[src/rtl/crossword_pkg.sv]
`default_nettype none
// ============================================================================
// crossword_pkg : shared keycodes, ASCII constants, grid defaults and FSM types
// Revision 1.0
// ============================================================================
package crossword_pkg;

  localparam int GRID_W_DEF = 15;
  localparam int GRID_H_DEF = 15;

  localparam logic [7:0] KC_A     = 8'h04;
  localparam logic [7:0] KC_Z     = 8'h1D;
  localparam logic [7:0] KC_BKSP  = 8'h2A;
  localparam logic [7:0] KC_RIGHT = 8'h4F;
  localparam logic [7:0] KC_LEFT  = 8'h50;
  localparam logic [7:0] KC_DOWN  = 8'h51;
  localparam logic [7:0] KC_UP    = 8'h52;

  localparam logic [7:0] ASCII_SPACE = 8'h20;
  localparam logic [7:0] ASCII_A     = 8'h41;

  typedef enum logic [2:0] {
    ST_IDLE   = 3'd0,
    ST_DECODE = 3'd1,
    ST_WRITE  = 3'd2,
    ST_MOVE   = 3'd3,
    ST_HOLD   = 3'd4
  } entry_state_t;

  typedef enum logic [2:0] {
    OP_NONE  = 3'd0,
    OP_FWD   = 3'd1,
    OP_BACK  = 3'd2,
    OP_RIGHT = 3'd3,
    OP_LEFT  = 3'd4,
    OP_DOWN  = 3'd5,
    OP_UP    = 3'd6
  } move_op_t;

endpackage
`default_nettype wire

[src/rtl/typematic_timer.sv]
`default_nettype none
// ============================================================================
// typematic_timer : held-key counter, fires after FIRST cycles then every RATE
// Revision 1.0
// ============================================================================
module typematic_timer #(
  parameter int FIRST = 25_000_000,
  parameter int RATE  = 5_000_000
) (
  input  logic clk_i,
  input  logic rst_ni,
  input  logic run_i,
  input  logic clear_i,
  output logic fire_o
);

  // Width sized for FIRST; RATE is expected not to exceed FIRST.
  localparam int CW = $clog2(FIRST + 1);
  localparam logic [CW-1:0] FIRST_M1 = CW'(FIRST - 1);
  localparam logic [CW-1:0] RATE_M1  = CW'(RATE - 1);

  logic [CW-1:0] count_q, count_d;
  logic          first_done_q, first_done_d;

  always_comb begin
    count_d      = count_q;
    first_done_d = first_done_q;
    fire_o       = run_i && !clear_i &&
                   (count_q == (first_done_q ? RATE_M1 : FIRST_M1));
    if (clear_i) begin
      count_d      = '0;
      first_done_d = 1'b0;
    end else if (fire_o) begin
      count_d      = '0;
      first_done_d = 1'b1;
    end else if (run_i) begin
      count_d = count_q + CW'(1);
    end
  end

  always_ff @(posedge clk_i) begin
    if (!rst_ni) begin
      count_q      <= '0;
      first_done_q <= 1'b0;
    end else begin
      count_q      <= count_d;
      first_done_q <= first_done_d;
    end
  end

endmodule
`default_nettype wire

[src/rtl/crossword_entry_ctrl.sv]
`default_nettype none
// ============================================================================
// crossword_entry_ctrl : keyboard-to-grid entry sequencer with auto-repeat
// Revision 1.0
// ============================================================================
module crossword_entry_ctrl
  import crossword_pkg::*;
#(
  parameter int GRID_W      = GRID_W_DEF,
  parameter int GRID_H      = GRID_H_DEF,
  parameter int ADDR_W      = 8,
  parameter int REPEAT_DLY  = 25_000_000,
  parameter int REPEAT_RATE = 5_000_000
) (
  input  logic              clk_clk,
  input  logic              reset_reset_n,
  input  logic [7:0]        keycode,
  input  logic              move_hl,
  input  logic              start_sw,
  output logic              wr_req,
  output logic [ADDR_W-1:0] wr_addr,
  output logic [7:0]        wr_data,
  input  logic              wr_ack,
  output logic [3:0]        cursor_x,
  output logic [3:0]        cursor_y,
  output logic              busy
);

  localparam logic [3:0]        X_MAX    = 4'(GRID_W - 1);
  localparam logic [3:0]        Y_MAX    = 4'(GRID_H - 1);
  localparam logic [ADDR_W-1:0] GRID_W_A = ADDR_W'(GRID_W);

  entry_state_t      state_q, state_d;
  move_op_t          op_q, op_d;
  logic [7:0]        key_q, key_d;
  logic              wr_req_q, wr_req_d;
  logic [ADDR_W-1:0] wr_addr_q, wr_addr_d;
  logic [7:0]        wr_data_q, wr_data_d;
  logic [3:0]        cur_x_q, cur_x_d;
  logic [3:0]        cur_y_q, cur_y_d;

  logic              same_key;
  logic              timer_fire;
  logic [ADDR_W-1:0] cell_addr;

  assign same_key  = (keycode == key_q);
  assign cell_addr = ADDR_W'(cur_y_q) * GRID_W_A + ADDR_W'(cur_x_q);

  // The timer keeps counting through DECODE/MOVE so the repeat period is
  // measured from one repeat to the next, not from re-entry into HOLD.
  typematic_timer #(
    .FIRST (REPEAT_DLY),
    .RATE  (REPEAT_RATE)
  ) u_timer (
    .clk_i   (clk_clk),
    .rst_ni  (reset_reset_n),
    .run_i   ((state_q != ST_IDLE) && same_key && start_sw),
    .clear_i ((state_q == ST_IDLE) || ((state_q == ST_HOLD) && !same_key)),
    .fire_o  (timer_fire)
  );

  always_comb begin
    state_d   = state_q;
    op_d      = op_q;
    key_d     = key_q;
    wr_req_d  = wr_req_q;
    wr_addr_d = wr_addr_q;
    wr_data_d = wr_data_q;
    cur_x_d   = cur_x_q;
    cur_y_d   = cur_y_q;
    case (state_q)
      ST_IDLE: begin
        if (start_sw && (keycode != 8'h00)) begin
          key_d   = keycode;
          state_d = ST_DECODE;
        end
      end
      ST_DECODE: begin
        state_d = ST_MOVE;
        if ((key_q >= KC_A) && (key_q <= KC_Z)) begin
          wr_data_d = ASCII_A + (key_q - KC_A);
          wr_addr_d = cell_addr;
          wr_req_d  = 1'b1;
          op_d      = OP_FWD;
          state_d   = ST_WRITE;
        end else if (key_q == KC_BKSP) begin
          wr_data_d = ASCII_SPACE;
          wr_addr_d = cell_addr;
          wr_req_d  = 1'b1;
          op_d      = OP_BACK;
          state_d   = ST_WRITE;
        end else if (key_q == KC_RIGHT) op_d = OP_RIGHT;
        else if (key_q == KC_LEFT)  op_d = OP_LEFT;
        else if (key_q == KC_DOWN)  op_d = OP_DOWN;
        else if (key_q == KC_UP)    op_d = OP_UP;
        else                        state_d = ST_HOLD;
      end
      ST_WRITE: begin
        if (wr_ack) begin
          wr_req_d = 1'b0;
          state_d  = ST_MOVE;
        end
      end
      ST_MOVE: begin
        state_d = ST_HOLD;
        case (op_q)
          OP_FWD: begin
            if (move_hl) begin
              if (cur_x_q < X_MAX) cur_x_d = cur_x_q + 4'd1;
            end else begin
              if (cur_y_q < Y_MAX) cur_y_d = cur_y_q + 4'd1;
            end
          end
          OP_BACK: begin
            if (move_hl) begin
              if (cur_x_q != 4'd0) cur_x_d = cur_x_q - 4'd1;
            end else begin
              if (cur_y_q != 4'd0) cur_y_d = cur_y_q - 4'd1;
            end
          end
          OP_RIGHT: if (cur_x_q < X_MAX)   cur_x_d = cur_x_q + 4'd1;
          OP_LEFT:  if (cur_x_q != 4'd0)   cur_x_d = cur_x_q - 4'd1;
          OP_DOWN:  if (cur_y_q < Y_MAX)   cur_y_d = cur_y_q + 4'd1;
          OP_UP:    if (cur_y_q != 4'd0)   cur_y_d = cur_y_q - 4'd1;
          default:  ;
        endcase
      end
      ST_HOLD: begin
        if (!same_key)       state_d = ST_IDLE;
        else if (timer_fire) state_d = ST_DECODE;
      end
      default: state_d = ST_IDLE;
    endcase
  end

  always_ff @(posedge clk_clk) begin
    if (!reset_reset_n) begin
      state_q   <= ST_IDLE;
      op_q      <= OP_NONE;
      key_q     <= 8'h00;
      wr_req_q  <= 1'b0;
      wr_addr_q <= '0;
      wr_data_q <= ASCII_SPACE;
      cur_x_q   <= 4'd0;
      cur_y_q   <= 4'd0;
    end else begin
      state_q   <= state_d;
      op_q      <= op_d;
      key_q     <= key_d;
      wr_req_q  <= wr_req_d;
      wr_addr_q <= wr_addr_d;
      wr_data_q <= wr_data_d;
      cur_x_q   <= cur_x_d;
      cur_y_q   <= cur_y_d;
    end
  end

  assign wr_req   = wr_req_q;
  assign wr_addr  = wr_addr_q;
  assign wr_data  = wr_data_q;
  assign cursor_x = cur_x_q;
  assign cursor_y = cur_y_q;
  assign busy     = (state_q != ST_IDLE) && (state_q != ST_HOLD);

endmodule
`default_nettype wire

[config.mk]
export PLATFORM = sky130hd
export DESIGN_NAME = crossword_entry_ctrl
export DESIGN_NICKNAME = d
export VERILOG_FILES = /design/src/rtl/crossword_pkg.sv /design/src/rtl/typematic_timer.sv /design/src/rtl/crossword_entry_ctrl.sv
export SDC_FILE = /design/constraint.sdc
export NUM_CORES = 1
export LEC_CHECK = 0
export CAP_MARGIN = 15
export CORE_MARGIN = 2
export CORE_UTILIZATION = 40
export CTS_CLUSTER_DIAMETER = 200
export DETAILED_ROUTE_END_ITERATION = 10
export GPL_ROUTABILITY_DRIVEN = 0
export SKIP_LAST_GASP = 1
export SLEW_MARGIN = 20
export SYNTH_ARGS = -nofsm -noshare
export SYNTH_HDL_FRONTEND = slang
export SYNTH_SLANG_ARGS = --single-unit
[constraint.sdc]
create_clock -name clk_clk -period 3 [get_ports clk_clk]
set_input_delay 0.6 -clock clk_clk [delete_from_list [all_inputs] [get_ports clk_clk]]
set_output_delay 0.6 -clock clk_clk [all_outputs]
set_load 0.05 [all_outputs]
==> metrics.cfg, run 1 <==
[setup_path]
r2r.worst_path.cells=10
crit_required_ns=3.29
cp.arrival_ns=3.29
r2r_setup_slack_ns=-0.01
r2r-start=cursor_y[2]$_SDFFE_PN0P_
critPathKind=reg -> reg
reg2reg_to=wr_addr[6]$_SDFFE_PN0P_
crit_path_end_kind=flop
cp-start-kind=flop
cp_max_fo=3

[drt]
ant_nets=0
route.vias.total=3512
dr.pass1.iters=5
wl_per_cell_um=14.7
wl_mm=9.67
drt_iter0_markers=122
drc=0
routed_via_density=5.35

[run_status]
status=finished with violations
violations=negative setup slack

[global_routing]
grt_usage=0.184
grt_max_degree=26
gr-total-overflow=0
grt_pass1_vias=3481
antenna_found_initial=0
grt_pass1_wl_mm=16.5

[worst_hold_path]
worstHoldStart=wr_addr[4]$_SDFFE_PN0P_
min_to=wr_addr[4]$_SDFFE_PN0P_
hold_class=reg -> reg
whs_path_depth=2

[clock_tree]
clkTransAtPathRegs_ns=0.07
tritoncts=done
cts_buffers=9
cts_root_buffer=clkbuf_8
clock_latency_ns=0.34
clockBufferDepth=2
cts_max_level=3
cts_hold_buf=0
cts.sink_count=65

[power]
irDropWorstVdd_v=0.000281
cellInternalPower_uw=1460
power_density_nw_per_um2=426
netSwitchingFraction=0.303
seqPwrFrac=0.448
p_leak_uw=0.00188
p_comb_frac=0.197
p_switching_uw=636
power.total_uw=2100
p_clk_frac=0.355

[synth]
syn_area_um2=4140
syn_avg_cell_area_um2=8.78
async_flop_share=0
synthFlopType=dfxtp_1
synth_edf_count=0
syn_nets=522
synth_cells=472
synth-seq-cells=65
synth_cell_types=56
seq_area_frac_synth=0.314
yosysWarnings=0

[sta]
timing.final.ws_setup_ns=-0.00955
rsz0062_at_grt=yes
slew_headroom=0.285
fin_crit_ns=3.01
max_freq_ghz=0.332
setup_viol=1
post-route-period-util=1.00
fin_worst_skew_ns=0.00881
tightest_slew_ns=1.06
finalMaxSlewViolations=0
hold_violations=0

[layout]
drive_above_1_share=0.0998
instances_no_fill=657
diodes=0
layout.nets=566
syn_to_final_growth_pct=19.0
fin_util=0.484

[place]
placed_cells=640
dp_hpwl_mm=7.16
portBuffers=38

[floorplan]
die_area_um2=11200
pin_count=39
initial_utilization=0.407
core_um2=10200
die_h_um=106
fp.dieW_um=106
rows=37

[flow_run]
drv_cap=0

-- cells in the final DEF, fill, tap and decap left out, drive strengths merged, types with 4 or more instances in the layout --
master and n:
dfxtp 65, or3 10, inv 21, clkbuf 13, nor3 10, nor4 13
a21o 10, a211oi 4, fa 9, ha 28, xnor2 32, and2 4
a21oi 33, and3 12, a22oi 4, or4 5, nor2 47, mux2i 13
nand2 33, o21ai 13, o31ai 4, or3b 4, buf 16, and4 6
nand4 12, xor2 4, nand3 16, clkdlybuf4s50 38
-- stage by stage --
step | area, um2 | setup slack, ns | hold WS (ns) | TNS, ns
6_report | 4930 | -0.00955 | 0.461 | -0.00955
5_1_grt | 4930 | -0.127 | 0.490 | -0.323
4_1_cts | 4920 | -0.0225 | 0.464 | -0.0225
3_5_place_dp | 4730 | -0.0121 | 0.448 | -0.0174
3_3_place_gp | 4730 | 0.0461 | 0.442 | 0
2_1_floorplan | 4170 | -0.0585 | 0.444 | -0.0585
-- power groups by stage --
stage / Combinational [uW] / Clock, uW / Sequential (uW)
2_1_floorplan: 286 / 0 / 977
3_3_place_gp: 411 / 0 / 960
3_5_place_dp: 412 / 0 / 960
4_1_cts: 415 / 765 / 941
5_1_grt: 455 / 810 / 946
6_report: 413 / 746 / 941
-- kinds of logic (layout without fill, tap and decap cells) --
family,Yosys count,in the layout,synth area share
and+or+nand+nor,189,189,0.249
AOI/OAI and AO/OA,88,88,0.138
DFF,65,65,0.314
buffers and inverters,42,91,0.0441
adders and majority gates,38,38,0.130
xor gates and xnor gates,36,36,0.0906
muxes,14,14,0.0341
-- flip-flops by register name (all words and copies together) (netlist names), 3 cells and up --
signal / count
u_timer.count_q: 25
key_q: 8
wr_addr: 8
wr_data: 8
cursor_x: 4
cursor_y: 4
op_q: 3
state_q: 3
-- synthesized netlist by cell type (all sizes together), types with 6 or more instances --
cell type	instances	area, um2
a21o	10	75.1
a21oi	33	165
o21ai	13	65.1
dfxtp	65	1300
nor4	13	81.3
mux2i	13	130
nor3	10	50.1
ha	28	350
and3	12	75.1
inv	21	78.8
or3	10	62.6
nand3	16	80.1
clkbuf	15	56.3
nand4	12	96.3
nor2	47	176
buf	6	47.5
xnor2	32	340
and4	6	52.6
fa	9	180
nand2	33	124
-- metal layers --
layer | GRT usage | vias to the layer above | part of all wire
met5 | 0 | - | 0
met1 | 0.235 | 1661 | 0.48
li1 | - | 1785 | -
met3 | 0.0458 | 6 | 0.035
met2 | 0.305 | 60 | 0.47
met4 | 0.0583 | 0 | 0.011
-- cell type report --
| cell class | count | area [um2] |
|---|---|---|
| clock inverters | 3 | 40.0 |
| clock buffers | 13 | 149 |
| well taps | 136 | 170 |
| repair buffers | 54 | 500 |
| fillers | 1012 | 5260 |
| flip-flops and latches | 65 | 1310 |
| multi-input cells | 365 | 2680 |
| inverters | 21 | 78.8 |
-- critical path: stages, from the launching register on --
cell	delay, ns
dfxtp_4	0.35
fa_1	0.52
fa_1	0.51
inv_1	0.05
fa_1	0.49
inv_2	0.05
ha_4	0.27
a21oi_2	0.06
or4_1	0.39
o2111ai_1	0.11
a31o_2	0.17
-- what timing repair did --
action / 4_1_cts / 5_1_grt
buffers inserted: 0 / 1
setup endpoints to repair: 3 / 4
resized for setup: 1 / 0
pin swaps: 1 / 0
-- worst max-delay path by stage --
stage | from | endpoint | slack [ns]
after floorplan | cursor_y[2]$_SDFFE_PN0P_ | wr_addr[6]$_SDFFE_PN0P_ | -0.06
after global placement | cursor_y[1]$_SDFFE_PN0P_ | wr_addr[6]$_SDFFE_PN0P_ | 0.05
after detailed placement | cursor_y[1]$_SDFFE_PN0P_ | wr_addr[6]$_SDFFE_PN0P_ | -0.01
after CTS | cursor_y[2]$_SDFFE_PN0P_ | wr_addr[6]$_SDFFE_PN0P_ | -0.02
after global routing | cursor_y[2]$_SDFFE_PN0P_ | wr_addr[6]$_SDFFE_PN0P_ | -0.13
final | cursor_y[2]$_SDFFE_PN0P_ | wr_addr[6]$_SDFFE_PN0P_ | -0.01
Power figures use the tool's default switching activity.
==> inputs of run 2 (changes only) <==
- CORE_UTILIZATION: 40 -> 52
- PLACE_DENSITY: not set -> 0.76
- SKIP_CTS_REPAIR_TIMING: not set -> 1
==> metrics.cfg, run 2 (synthesis gave the netlist of run 1 again) <==
[sta]
setup_viol=3  ; +2
rsz0062_at_grt=yes
fin_worst_skew_ns=0.0102  ; +0.00143 ns
hold_violations=0  ; unchanged
finalMaxSlewViolations=0  ; unchanged
tightest_slew_ns=1.08  ; +0.0203 ns
max_freq_ghz=0.326  ; -1.9%
fin_crit_ns=3.07  ; +0.0598 ns
slew_headroom=0.272  ; -0.0137
hold_ws_ns=0.453  ; -0.00814 ns
timing.final.ws_setup_ns=-0.0694  ; -0.0598 ns
post-route-period-util=1.02  ; +0.0199

[clock_tree]
cts_root_buffer=clkbuf_8
clock_latency_ns=0.36  ; +0.02 ns
cts_max_level=3  ; unchanged
cts_buffers=9  ; unchanged
clkTransAtPathRegs_ns=0.07  ; about the same
tritoncts=done
cts.sink_count=65  ; unchanged
clockBufferDepth=2  ; unchanged

[setup_path]
cp.arrival_ns=3.38  ; +0.09 ns
critPathKind=reg -> reg
crit_path_end_kind=flop
crit_required_ns=3.31  ; +0.02 ns
cp-start-kind=flop
cp_max_fo=3  ; unchanged
r2r_setup_slack_ns=-0.07  ; -0.06 ns

[place]
placed_cells=609  ; -4.8%
portBuffers=38  ; unchanged
dp_hpwl_mm=7.09  ; -0.90%
placed_cell_area_um2=4710  ; -0.42%
preCtsSetupSlack_ns=-0.0294  ; -0.0173 ns

[layout]
multi_input_area_um2=2700  ; +0.93%
fillers=622  ; -39%
syn_to_final_growth_pct=19.9
layout.nets=570  ; +0.71%
largest_reg_flops=25  ; unchanged
fin_util=0.643  ; +0.159
regArea_um2=1310  ; unchanged
drive_above_1_share=0.120  ; +0.0202
finalInstanceArea_um2=4970  ; +0.74%
top_register=u_timer.count_q
diodes=0  ; unchanged
final_cell_mix=62 x dfxtp_1, 47 x nor2_1, 38 x clkdlybuf4s50_1
instances_no_fill=627  ; -4.6%
layout_commonest_cell=dfxtp_1

[worst_hold_path]
hold_class=reg -> reg

[floorplan]
core_um2=7730  ; -24%
die_area_um2=8700  ; -22%
pin_count=39  ; unchanged
rows=32  ; -14%
fp.dieW_um=93.3  ; -12%
initial_utilization=0.536  ; +0.129
die_h_um=93.3  ; -12%

[drt]
routed_via_density=5.73  ; +7.2%
wl_mm=9.67  ; unchanged
route.vias.total=3593  ; +2.3%
dr.pass1.iters=4  ; -1
drc=0  ; unchanged
ant_nets=0  ; unchanged
drt_iter0_markers=167  ; +37%
wl_per_cell_um=15.4  ; +4.8%

[power]
power_density_nw_per_um2=438  ; +2.8%
p_leak_uw=0.00191  ; +1.7%
irDropWorstVdd_v=0.000341  ; +21%

[global_routing]
grt_pass1_wl_mm=16.3  ; -1.5%
antenna_found_initial=0  ; unchanged
gr-total-overflow=0  ; unchanged
grt_usage=0.233  ; +0.0485
grt_max_degree=21  ; -19%
grt_pass1_vias=3492  ; +0.32%

[flow_run]
drv_cap=0  ; unchanged

[run_status]
status=finished with violations
violations=negative setup slack

==> run 2: area by class of cell <==
class,instances,area share
clock buffers,10,0.0300
clock inverters,6,0.0128
inverters,21,0.0159
multi-input cells,365,0.544
flip-flops and latches,65,0.264
well taps,102,0.0257
repair buffers,58,0.107
==> run 2: report_power, final <==
group | internal, uW | total [uW] | switching [uW]
Clock | 434 | 810 | 376
Sequential | 892 | 941 | 49.0
Combinational | 172 | 422 | 250
Total | 1500 | 2170 | 675
==> run 2: worst paths after layout <==
kind / depth (start not counted) / start / endpoint
setup / recovery: 10 / cursor_y[2]$_SDFFE_PN0P_ / wr_addr[6]$_SDFFE_PN0P_
hold / removal: 2 / wr_addr[0]$_SDFFE_PN0P_ / wr_addr[0]$_SDFFE_PN0P_
setup reg to reg: 10 / cursor_y[2]$_SDFFE_PN0P_ / wr_addr[6]$_SDFFE_PN0P_
hold reg to reg: 2 / wr_addr[0]$_SDFFE_PN0P_ / wr_addr[0]$_SDFFE_PN0P_
==> run 2: layer usage <==
| metal | GRT usage | part of all wire |
|---|---|---|
| met5 | 0 | 0 |
| met3 | 0.0467 | 0.037 |
| met1 | 0.311 | 0.47 |
| met2 | 0.370 | 0.48 |
| met4 | 0.0882 | 0.016 |
==> run 2: worst max-delay path: stages (launching register included) <==
cell and delay (ns):
dfxtp_4 0.35, fa_1 0.53, fa_1 0.52, inv_1 0.05, fa_1 0.51, inv_2 0.05, ha_4 0.28, a21oi_4 0.06
or4_4 0.41, o2111ai_2 0.10, a31o_2 0.16
==> run 2: metrics by stage <==
step	setup TNS, ns	power [uW]
final	-0.144	2170
after global routing	-0.350	2270
after CTS	-0.0994	2190
after detailed placement	-0.0313	1380
after global placement	0	1370
after floorplan	-0.0585	1260
